$ cat src/rtl/flash_rd_pkg.sv
// Shared types and defaults for the burst flash reader: FSM states, default
// widths and the burst-length legality check.
package flash_rd_pkg;

  localparam int DEF_ADDR_W     = 23;
  localparam int DEF_DATA_W     = 32;
  localparam int DEF_MAX_BURST  = 8;
  localparam int DEF_FIFO_DEPTH = 8;

  typedef enum logic [1:0] {
    IDLE,
    REQ,
    COLLECT,
    DRAIN
  } state_t;

  function automatic logic burst_len_ok(input int unsigned len,
                                        input int unsigned max_burst);
    return (len >= 1) && (len <= max_burst);
  endfunction

endpackage

$ cat src/rtl/flash_rd_fifo.sv
// Show-ahead return buffer: dout always presents the oldest stored word;
// push and pop may happen in the same cycle.
module flash_rd_fifo #(
  parameter int DATA_W     = 32,
  parameter int FIFO_DEPTH = 8
) (
  input  logic                               clk,
  input  logic                               reset,
  input  logic                               push,
  input  logic [DATA_W-1:0]                  din,
  input  logic                               pop,
  output logic [DATA_W-1:0]                  dout,
  output logic                               empty,
  output logic                               full,
  output logic [$clog2(FIFO_DEPTH+1)-1:0]    count
);

  localparam int PTR_W = (FIFO_DEPTH > 1) ? $clog2(FIFO_DEPTH) : 1;
  localparam int CNT_W = $clog2(FIFO_DEPTH + 1);

  logic [DATA_W-1:0] mem [FIFO_DEPTH];
  logic [PTR_W-1:0]  wr_ptr;
  logic [PTR_W-1:0]  rd_ptr;
  logic              push_ok;
  logic              pop_ok;

  // Explicit wrap keeps non-power-of-two depths correct.
  function automatic logic [PTR_W-1:0] ptr_inc(input logic [PTR_W-1:0] p);
    return (p == PTR_W'(FIFO_DEPTH - 1)) ? '0 : p + 1'b1;
  endfunction

  assign push_ok = push && !full;
  assign pop_ok  = pop && !empty;
  assign empty   = (count == '0);
  assign full    = (count == CNT_W'(FIFO_DEPTH));
  assign dout    = mem[rd_ptr];

  always_ff @(posedge clk) begin
    if (push_ok) begin
      mem[wr_ptr] <= din;
    end
  end

  always_ff @(posedge clk or posedge reset) begin
    if (reset) begin
      wr_ptr <= '0;
      rd_ptr <= '0;
      count  <= '0;
    end else begin
      if (push_ok) begin
        wr_ptr <= ptr_inc(wr_ptr);
      end
      if (pop_ok) begin
        rd_ptr <= ptr_inc(rd_ptr);
      end
      case ({push_ok, pop_ok})
        2'b10:   count <= count + 1'b1;
        2'b01:   count <= count - 1'b1;
        default: count <= count;
      endcase
    end
  end

endmodule

$ cat src/rtl/flash_burst_reader.sv
// Issues one variable-length burst read to an Avalon-MM flash slave and
// streams the returned words to a consumer through a valid/ready FIFO.
module flash_burst_reader
  import flash_rd_pkg::*;
#(
  parameter int ADDR_W     = DEF_ADDR_W,
  parameter int DATA_W     = DEF_DATA_W,
  parameter int MAX_BURST  = DEF_MAX_BURST,
  parameter int BCNT_W     = $clog2(MAX_BURST) + 1,
  parameter int FIFO_DEPTH = DEF_FIFO_DEPTH
) (
  input  logic              clk,
  input  logic              reset,
  input  logic              start_read,
  input  logic [ADDR_W-1:0] request_addr,
  input  logic [BCNT_W-1:0] burst_len,
  output logic              busy,
  output logic              done,
  output logic              err,
  output logic [ADDR_W-1:0] addr_out,
  output logic [BCNT_W-1:0] burstcount,
  output logic              read,
  input  logic              wait_flag,
  input  logic [DATA_W-1:0] data_in,
  input  logic              read_valid,
  output logic [DATA_W-1:0] data_out,
  output logic              data_valid,
  input  logic              data_ready
);

  localparam int CNT_W = $clog2(FIFO_DEPTH + 1);

  if (FIFO_DEPTH < MAX_BURST) begin : g_depth_check
    $error("flash_burst_reader: FIFO_DEPTH must be >= MAX_BURST");
  end

  state_t            state;
  state_t            state_next;
  logic [BCNT_W-1:0] beats_left;
  logic              legal;
  logic              beat;
  logic              last_beat;
  logic              push;
  logic              pop;
  logic              fifo_empty;
  logic              fifo_full;
  logic [CNT_W-1:0]  fifo_count;

  assign legal = burst_len_ok(32'(burst_len), 32'(MAX_BURST));

  // A beat in the acceptance cycle itself counts; beats in IDLE/DRAIN never do.
  assign beat      = read_valid && (beats_left != '0) &&
                     (((state == REQ) && !wait_flag) || (state == COLLECT));
  assign last_beat = beat && (beats_left == BCNT_W'(1));
  assign push      = beat && !fifo_full;
  assign data_valid = !fifo_empty;
  assign pop       = data_valid && data_ready;

  flash_rd_fifo #(
    .DATA_W     (DATA_W),
    .FIFO_DEPTH (FIFO_DEPTH)
  ) u_fifo (
    .clk   (clk),
    .reset (reset),
    .push  (push),
    .din   (data_in),
    .pop   (pop),
    .dout  (data_out),
    .empty (fifo_empty),
    .full  (fifo_full),
    .count (fifo_count)
  );

  always_ff @(posedge clk or posedge reset) begin
    if (reset) begin
      state <= IDLE;
    end else begin
      state <= state_next;
    end
  end

  always_comb begin
    state_next = state;
    case (state)
      IDLE: begin
        if (start_read && legal) begin
          state_next = REQ;
        end
      end
      REQ: begin
        if (!wait_flag) begin
          state_next = last_beat ? DRAIN : COLLECT;
        end
      end
      COLLECT: begin
        if (last_beat) begin
          state_next = DRAIN;
        end
      end
      DRAIN: begin
        if (pop && (fifo_count == CNT_W'(1))) begin
          state_next = IDLE;
        end
      end
      default: state_next = IDLE;
    endcase
  end

  always_comb begin
    read = (state == REQ);
    busy = (state != IDLE);
    done = (state == DRAIN) && pop && (fifo_count == CNT_W'(1));
  end

  always_ff @(posedge clk or posedge reset) begin
    if (reset) begin
      addr_out   <= '0;
      burstcount <= '0;
      beats_left <= '0;
      err        <= 1'b0;
    end else begin
      err <= (state == IDLE) && start_read && !legal;
      if ((state == IDLE) && start_read && legal) begin
        addr_out   <= request_addr;
        burstcount <= burst_len;
        beats_left <= burst_len;
      end else if (beat) begin
        beats_left <= beats_left - 1'b1;
      end
    end
  end

endmodule

$ cat config.mk
export PLATFORM = sky130hd
export DESIGN_NAME = flash_burst_reader
export DESIGN_NICKNAME = d
export VERILOG_FILES = /design/src/rtl/flash_rd_pkg.sv /design/src/rtl/flash_rd_fifo.sv /design/src/rtl/flash_burst_reader.sv
export SDC_FILE = /design/constraint.sdc
export NUM_CORES = 1
export LEC_CHECK = 0
export BUFFER_PORTS_ARGS = -buffer_cell sky130_fd_sc_hd__buf_2
export CAP_MARGIN = 20
export CELL_PAD_IN_SITES_DETAIL_PLACEMENT = 2
export CELL_PAD_IN_SITES_GLOBAL_PLACEMENT = 2
export CORE_MARGIN = 1
export CORE_UTILIZATION = 45
export DETAILED_ROUTE_END_ITERATION = 10
export MAX_ROUTING_LAYER = met4
export PLACE_DENSITY_LB_ADDON = 0.25
export SYNTH_ARGS = -nofsm -noshare
export SYNTH_HDL_FRONTEND = slang
export SYNTH_SLANG_ARGS = --single-unit
$ cat constraint.sdc
create_clock -name clk -period 7.45 [get_ports clk]
set_clock_uncertainty 0.05 [all_clocks]
set_input_delay 1.1175 -clock clk [delete_from_list [all_inputs] [get_ports clk]]
set_output_delay 1.1175 -clock clk [all_outputs]
set_load 0.02 [all_outputs]
# Word-level counts from Yosys, hierarchy flattened
# Memories as Yosys holds them, arrays and structs flattened.
# Index checks and enable logic that the tools add are counted.
dict set report totals {
  regBits 44
  ram_bits 256
  memories 1
}
# name depth width read_ports rd_ports_with_merged_regs wr line_no
set memory_table {}
lappend memory_table {u_fifo.mem 8 32 1 0 1 flash_rd_fifo.sv:21} ;# logic [DATA_W-1:0] mem [FIFO_DEPTH];
dict set report op_classes {
  add_sub_neg 5
  n_lt_le_gt_ge 2
  eq_ne 14
  n_mux 13
  reduce_logical 28
}
# cell n
set op_table {}
lappend op_table {{$logic_and A1 B1 Y1} 16}
lappend op_table {{$eq A4 B1 Y1 const B} 2}
lappend op_table {{$mux W2} 4}
lappend op_table {{$mux W4} 2}
lappend op_table {{$ne A2 B2 Y1 const B} 4}
lappend op_table {{$pmux W2 S4} 1}
lappend op_table {{$pmux W4 S2} 1}
lappend op_table {{$sub A4 B1 Y4 const B} 2}
lappend op_table {{$add A3 B1 Y3 const B} 2}
lappend op_table {{$eq A2 B2 Y1 const B} 3}
lappend op_table {{$eq A3 B3 Y1 const B} 2}
lappend op_table {{$mux W3} 2}
lappend op_table {{$reduce_bool A2 Y1} 3}
lappend op_table {{$add A4 B1 Y4 const B} 1}
lappend op_table {{$eq A2 B1 Y1 const B} 2}
lappend op_table {{$eq A4 B4 Y1 const B} 1}
lappend op_table {{$ge A4 B1 Y1 const B} 1}
lappend op_table {{$le A4 B4 Y1 const B} 1}
lappend op_table {{$logic_not A1 Y1} 4}
lappend op_table {{$logic_not A4 Y1} 1}
lappend op_table {{$reduce_and A4 Y1} 1}
lappend op_table {{$reduce_bool A4 Y1} 1}
lappend op_table {{$mux W1} 3}
lappend op_table {{$logic_not A2 Y1} 1}
lappend op_table {{$logic_or A1 B1 Y1} 1}

# Logic depth before layout (Yosys ltp)
# Gate-level depths: netlist of run 1.
dict set report logic_depth {
  ltp_word 8
  ltp_mapped 9
  mapped_depth_nobuf 9
}

# By module
# From an unflattened synthesis of run 1, not the netlist that was laid out.
dict set report hier_totals {
  cells_unflattened 570
  hier_area_um2 11922.7
}
# module instances cells_each area_each_um2 seq_area_each_um2
set by_module_without_submodules {}
lappend by_module_without_submodules {flash_rd_fifo 1 440 10298.6 7937.6}
lappend by_module_without_submodules {flash_burst_reader 1 130 1624.1 850.8}

# Worst setup path before layout of run 1
# OpenSTA, ideal clock, no wires.
dict set report synth_timing {
  path_kind {input -> register}
  startpoint {input port wait_flag}
  endpoint {memory u_fifo.mem[2][0] (enable)}
  setup_time_ns 0.513
  t_arrival_ns 5.069
  slack_ns 1.819
  stages 4
  path_buffers 0
  cell_sequence {nor2b_1 > o221a_2 > nand2_1 > nor4b_1}
}
dict set report synth_via {
  elab_chain_len 8
}
# element line_no
set synth_lines {}
lappend synth_lines {{start: declaration} flash_burst_reader.sv:23} ;# input logic wait_flag,
lappend synth_lines {{$logic_not A1 Y1} n/a}
lappend synth_lines {{$logic_and A1 B1 Y1} flash_burst_reader.sv:53} ;# (((state == REQ) && !wait_flag) || (state == COLLECT));
lappend synth_lines {{$logic_or A1 B1 Y1} flash_burst_reader.sv:53}
lappend synth_lines {{$logic_and A1 B1 Y1} flash_burst_reader.sv:52} ;# assign beat = read_valid && (beats_left != '0) &&
lappend synth_lines {{$logic_and A1 B1 Y1} flash_burst_reader.sv:55} ;# assign push = beat && !fifo_full;
lappend synth_lines {{$logic_and A1 B1 Y1} flash_rd_fifo.sv:32} ;# assign push_ok = push && !full;
lappend synth_lines {{$mux W1} flash_rd_fifo.sv:39} ;# if (push_ok) begin
lappend synth_lines {{$mux W1 (not written as such)} flash_rd_fifo.sv:40} ;# mem[wr_ptr] <= din;
lappend synth_lines {{end: declaration} flash_rd_fifo.sv:21}
# Every way passes these cells.

# Worst setup path in the final report of run 1
dict set report layout_timing {
  startpoint {register u_fifo.rd_ptr[0]}
  endpoint {output port data_out[24]}
}
dict set report layout_via {
  elab_chain_len 1
}
# element line_no
set layout_lines {}
lappend layout_lines {{start: declaration} flash_rd_fifo.sv:23} ;# logic [PTR_W-1:0] rd_ptr;
lappend layout_lines {{start signal: assignment} flash_rd_fifo.sv:54} ;# rd_ptr <= ptr_inc(rd_ptr);
lappend layout_lines {{$mem_v2 Z8 W32} n/a}
lappend layout_lines {{end: declaration} flash_burst_reader.sv:26} ;# output logic [DATA_W-1:0] data_out,
# Every way passes these cells.

==> results of run 1 <==
## logic make-up after synthesis
family / synth area share [%]
simple gates: 2.165
xor+xnor: 0.3716
mux: 18.33
compound gates: 1.338
fa+ha+maj: 1.698
flops: 74.56
buf+inv: 1.539
## synthesized netlist by cell type, types with 3 or more instances
master,n,area (um^2)
edfxtp_1,256,7687
mux4_2,64,1441
mux2_2,61,686.9
dfrtp_1,44,1101
ha_1,16,200.2
inv_1,16,60.06
nand2_1,11,41.29
nor2_1,11,41.29
clkbuf_1,8,30.03
o21ai_0,8,40.04
buf_4,5,37.54
nor3_1,5,25.02
buf_2,4,20.02
nand3_1,3,15.01
xnor2_1,3,26.28
## registers in the layout (all words and copies together), names as in the netlist
signal / count
addr_out: 23
beats_left: 4
burstcount: 4
err: 1
state: 2
u_fifo.count: 4
u_fifo.mem: 256
u_fifo.rd_ptr: 3
u_fifo.wr_ptr: 3
## worst max-delay path, stage by stage, from the launching register on
cell,delay [ns]
dfrtp_4,0.87
buf_4,0.67
mux4_2,0.60
mux2_2,0.29
buf_2,0.17
## area by class of cell
cell class | count | area, um^2 | area share (%)
Antenna cell | 2 | 5.005 | 0.03586
Clock buffer | 48 | 987.2 | 7.074
Clock inverter | 14 | 61.31 | 0.4393
Inverter | 17 | 63.81 | 0.4573
Multi-Input combinational cell | 216 | 2865 | 20.53
Sequential cell | 300 | 8795 | 63.02
Tap cell | 330 | 412.9 | 2.959
Timing Repair Buffer | 144 | 764.5 | 5.478
## path summary, 6_finish.rpt
| kind | cells past startpoint | to | slack (ns) | startpoint |
|---|---|---|---|---|
| min in group asynchronous | 3 | addr_out[7] | 0.72 | reset |
| setup reg to reg | 7 | u_fifo.mem[3][20] | 3.97 | state[1] |
| hold / removal | 1 | addr_out[0] | 0.46 | addr_out[0] |
| hold reg to reg | 1 | addr_out[0] | 0.46 | addr_out[0] |
| max in group asynchronous | 3 | u_fifo.rd_ptr[0] | 6.18 | reset |
| setup / recovery | 4 | data_out[24] | 3.13 | u_fifo.rd_ptr[0] |
## power by group through the flow
stage | Clock [mW] | Sequential [mW] | Combinational [mW]
after CTS | 1.60 | 2.35 | 1.78
after global placement | 0 | 2.34 | 1.67
after global routing | 1.65 | 2.38 | 1.87
after detailed placement | 0 | 2.37 | 1.76
final | 1.56 | 2.34 | 1.74
after floorplan | 0 | 2.29 | 1.24
## routing by layer
metal	part of all wire, %	wire length (um)	track usage [%]
met1	41	11600	27.89
met2	53	15070	39.95
met3	4.7	1346	3.965
met4	2.0	585	7.155
met5	0	0	-
==> summary.md, run 1 <==
| Metric | Value |
|---|---|
| IO Count | 129 |
| Via count | 5916 |
| Via-to-Cell Ratio | 5.524 |
| Clk sinks | 300 |
| First-pass GRT wire length | 42900 um |
| Effective utilization at floorplan | 46.28% |
| F_max | 231.6 MHz |
| Slew margin rel. | 29.70% |
| Largest net degree at the start of global routing | 45 |
| IO buf count | 128 |
| DRT antenna net count | 0 |
| Final Hold Viols | 0 |
| Die ar. | 26850 um^2 |
| Arr. time, crit path | 3.15 ns |
| Post-cts sizing count | 0 |
| Hold Buf Count CTS | 0 |
| Power Internal | 3.808 mW |
| Final Setup Violations | 0 |
| Worst setup EP type | primary output |
| Die Wd | 163.8 um |
| Final Max Tran Viols | 0 |
| Hold Crit Class | reg2reg |
| Setup crit start kind | register |
| Critical path class | reg2out |
| Leakage | 4.918 nW |
| Core Util, Final | 54.78% |
| Yosys warns | 0 |
| Chip height | 163.8 um |
| Final worst slack | 3.131 ns |
| Least-Margin Pin Slew | 1.054 ns |
| Core ar. | 25470 um^2 |
| Finished layout cell area | 13950 um^2 |
| EDFF count, synth | 256 |
| Clk buf depth | 3 |
| Non-Filler Instances | 1071 |
| Iter 0 DRT Violations | 287 |
| Post-synthesis cell area | 11790 um^2 |
| Req. time, crit path | 6.28 ns |
| Most common cell after layout, fill and taps aside | edfxtp_1 |
| Synth Flop Type | edfxtp_1 |
| FILL cells | 2192 |
| Post-Syn Instances | 554 |
| Outcome | complete, no violations |
| Std-Cell Rows | 58 |
| Comb pwr share | 30.9% |
| Clock Latency Late Sink | 0.50 ns |
| Dpl cells | 1006 |
| Worst-path clk slew | 0.06 ns |
| Psw | 1.831 mW |
| H-tree Lvls | 2 |
| Buffer count from post-CTS setup fixing | 0 |
| CTS buffer count | 35 |
| Dpl cell area | 12890 um^2 |
| Setup_tns | 0 ns |
| Antenna violations before repair | 1 |
| Drt pass-1 iters | 4 |
| Sw Ratio | 32.47% |
| Fin crit share | 57.97% |
| Routability cong. | 0.7328 |
| Hold_ws | 0.4554 ns |
| Synth unique cells | 45 |
| Grt total ovfl | 0 |
| Crit path time final | 4.319 ns |
| Root buf cell | clkbuf_16 |
| Post-Place Setup Slack | 3.482 ns |
| Area grow syn2layout | 18.38% |
| Reg power frac | 41.5% |
| Flops & latches, synth | 300 |
| DRC Markers | 0 |
| Maximum VDD drop | 0.2205 mV |
| Avg Cell Area, Syn | 21.28 um^2 |
| Total Power | 5.639 mW |
| Final wirelength | 28600 um |
| DP HPWL | 18270 um |
| RSZ-0062 raised after global routing | no |
| Vias in the first global route | 6850 |
| Layout Nets | 795 |
| CTS tree | yes |
| Max cap viols | 0 |
| Sequential share of the synthesized area | 74.56% |
| Share of layout cells above drive strength 1 | 44.52% |
| Asr flop ratio synth | 14.67% |
| WL/cell | 26.71 um |
| Total GRT Usage | 23.16% |
| PD cells | 404.1 nW/um^2 |
| Commonest cells after routing, fill and taps aside | edfxtp_1, buf_2, mux4_2, mux2_2, dfrtp_1 |
| Clock network power share | 27.6% |
| Worst Path Max Fanout | 35 |
| Syn Nets | 635 |
Note: power is estimated with default switching activity, not from simulation.
==> run 2, diff against run 1 <==
==> constraint.sdc (replaced) <==
create_clock -name clk -period 4.3 [get_ports clk]
set_clock_uncertainty 0.05 [all_clocks]
set_input_delay 0.645 -clock clk [delete_from_list [all_inputs] [get_ports clk]]
set_output_delay 0.645 -clock clk [all_outputs]
set_load 0.02 [all_outputs]
==> run 2 against run 1 <==
Die area unchanged. Cell count unchanged. Routed wire length up 4.4%. Worst setup slack worse by 2.1 ns. Sequential share of layout area down 0.89 points. Utilization up 0.78 points. Hold slack worse by 0.22 ns. Sequential power up 70%. Largest power group unchanged.
==> summary.md, run 2 (synthesis results as in run 1) <==
| Metric | Value |
|---|---|
| Comb pwr share | 31.7% (+0.8 points) |
| Worst Path Max Fanout | 36 (+2.9%) |
| Total GRT Usage | 24.01% (+0.84 points) |
| WL/cell | 27.88 um (+4.4%) |
| Core ar. | 25470 um^2 (unchanged) |
| Final Setup Violations | 0 (unchanged) |
| Largest net degree at the start of global routing | 45 (unchanged) |
| Fin crit share | 76.95% |
| Arr. time, crit path | 2.61 ns (-0.54 ns) |
| Post-cts sizing count | 0 (unchanged) |
| Area grow syn2layout | 20.07% |
| First-pass GRT wire length | 44660 um (+4.1%) |
| DRC Markers | 0 (unchanged) |
| Share of layout cells above drive strength 1 | 45.61% (+1.1 points) |
| Final Max Tran Viols | 0 (unchanged) |
| Inserted Diodes | 0 (-2) |
| Critical-path cell list | buf_12 > mux4_2 > mux2_2 > buf_2 |
| IO Count | 129 (unchanged) |
| Commonest cells after routing, fill and taps aside | edfxtp_1, buf_2, mux4_2, mux2_2, dfrtp_1 |
| Std-Cell Rows | 58 (unchanged) |
| Slowest-stage cell, CP | dfrtp_2 |
| Via count | 6015 (+1.7%) |
| Via-to-Cell Ratio | 5.616 (+1.7%) |
| IO buf count | 128 (unchanged) |
| Die Wd | 163.8 um (unchanged) |
| Max cap viols | 0 (unchanged) |
| Largest registers | u_fifo.mem x256, addr_out x23 |
| DP HPWL | 18720 um (+2.4%) |
| F_max | 302.2 MHz |
| Slew margin rel. | 31.80% (+2.1 points) |
| Outcome | complete, no violations |
| Crit path time final | 3.309 ns |
| Buffer count from post-CTS setup fixing | 0 (unchanged) |
| Setup crit start kind | register |
| Final Hold Viols | 0 (unchanged) |
| Chip height | 163.8 um (unchanged) |
| Worst setup EP type | primary output |
| DRT antenna net count | 0 (unchanged) |
| Clock network power share | 29.0% (+1.4 points) |
| Hold Crit Class | in2async |
| Most common cell after layout, fill and taps aside | edfxtp_1 |
| Post-Place Setup Slack | 1.190 ns (-2.292 ns) |
| Crit-path max cell delay | 0.91 ns (+0.04 ns) |
| Vias in the first global route | 6981 (+1.9%) |
| Worst-path clk slew | 0.06 ns (about the same) |
| Max FFs per register | 256 (unchanged) |
| CTS buffer count | 35 (unchanged) |
| WP buf/inv | 2 (unchanged) |
| Root buf cell | clkbuf_16 |
| Clock Latency Late Sink | 0.50 ns (about the same) |
| Sw Ratio | 32.46% (about the same) |
| CTS tree | yes |
| Reg power frac | 39.3% (-2.2 points) |
| Maximum VDD drop | 0.3880 mV (+76%) |
| Iter 0 DRT Violations | 356 (+24%) |
| Routability cong. | 0.7306 (-0.30%) |
| Leakage | 5.005 nW (+1.8%) |
| Die ar. | 26850 um^2 (unchanged) |
| H-tree Lvls | 2 (unchanged) |
| Effective utilization at floorplan | 46.28% (unchanged) |
| Setup_tns | 0 ns (unchanged) |
| Least-Margin Pin Slew | 1.023 ns (-0.03151 ns) |
| Clk sinks | 300 (unchanged) |
| Final worst slack | 0.9913 ns (-2.140 ns) |
| Antenna violations before repair | 0 (-1) |
| Hold Buf Count CTS | 0 (unchanged) |
| Drt pass-1 iters | 5 (+1) |
| PD cells | 716.2 nW/um^2 (+77%) |
| Layout Nets | 797 (+0.25%) |
| Final wirelength | 29860 um (+4.4%) |
| Clk buf depth | 3 (unchanged) |
| RSZ-0062 raised after global routing | no |
| Grt total ovfl | 0 (unchanged) |
| Power Internal | 6.846 mW (+80%) |
| Critical path class | reg2out |
| Biggest register | u_fifo.mem |
| Psw | 3.290 mW (+80%) |
| Delay-heaviest family, CP | flip-flops |
| FILL cells | 2156 (-1.6%) |
| Req. time, crit path | 3.61 ns (-2.67 ns) |
==> run 2: cell count changes in the layout (fill, tap and decap cells not counted), moves of 2 or more <==
cell | before | now
buf_4 | 15 | 13
buf_12 | 0 | 4
clkinv_1 | 10 | 5
bufinv_16 | 0 | 2
clkbuf_8 | 2 | 4
diode_2 | 2 | 0
==> run 2: layout make-up <==
type                            instances  area, um^2  area share (%)
Timing Repair Buffer                  146       845.8           5.976
Sequential cell                       300        8795           62.14
Inverter                               17       63.81          0.4508
Multi-Input combinational cell        216        2889           20.41
Clock buffer                           50        1036           7.320
Tap cell                              330       412.9           2.917
Clock inverter                         12       111.4          0.7868
==> run 2: power by group through the flow <==
| stage | logic [mW] | clock network [mW] | registers (mW) |
|---|---|---|---|
| floorplan | 2.15 | 0 | 3.96 |
| global placement | 3.05 | 0 | 3.97 |
| global route | 3.46 | 3.09 | 4.03 |
| finish | 3.21 | 2.94 | 3.98 |
| detailed placement | 3.23 | 0 | 4.03 |
| CTS | 3.28 | 3.01 | 3.99 |
==> run 2: final timing paths <==
kind | from | to | slack, ns | depth (start not counted)
worst max-delay path | u_fifo.rd_ptr[1] | data_out[17] | 0.99 | 4
worst min-delay path | reset | u_fifo.count[3] | 0.24 | 3
worst max register to register | state[1] | u_fifo.mem[6][19] | 1.15 | 7
worst min register to register | addr_out[18] | addr_out[18] | 0.42 | 1
max in group asynchronous | reset | u_fifo.rd_ptr[0] | 3.51 | 3
min in group clk | request_addr[18] | addr_out[18] | 0.32 | 2
==> run 2: routing by layer <==
metal  global-route usage [%]  up-vias  wire, um  part of all wire (%)
li1                         -     2578         -                     -
met1                    27.88     3205     11540                    39
met2                    42.89      189     16280                    55
met3                    3.788       43      1439                   4.8
met4                    7.113        0       606                   2.0
met5                        -        -         0                     0
==> run 2: stage by stage <==
stage,hold WS [ns],cell area [um^2],power [mW],util [%],std cells
2_1_floorplan,0.4339,11810,6.115,-,554
3_3_place_gp,0.4206,12980,7.017,50.95,1008
3_5_place_dp,0.4330,12980,7.260,50.95,1008
4_1_cts,0.2454,14130,10.29,55.46,1070
5_1_grt,0.2815,14150,10.58,55.57,1071
6_report,0.2354,14150,10.14,55.57,1071
==> run 2: worst register-to-register path, cell delays in order, from the launching register on <==
cell,delay [ns]
dfrtp_1,0.44
inv_1,0.14
ha_1,0.24
nor2b_1,0.23
o221a_2,0.34
nand2_1,0.34
nor3_2,0.63
buf_4,0.40
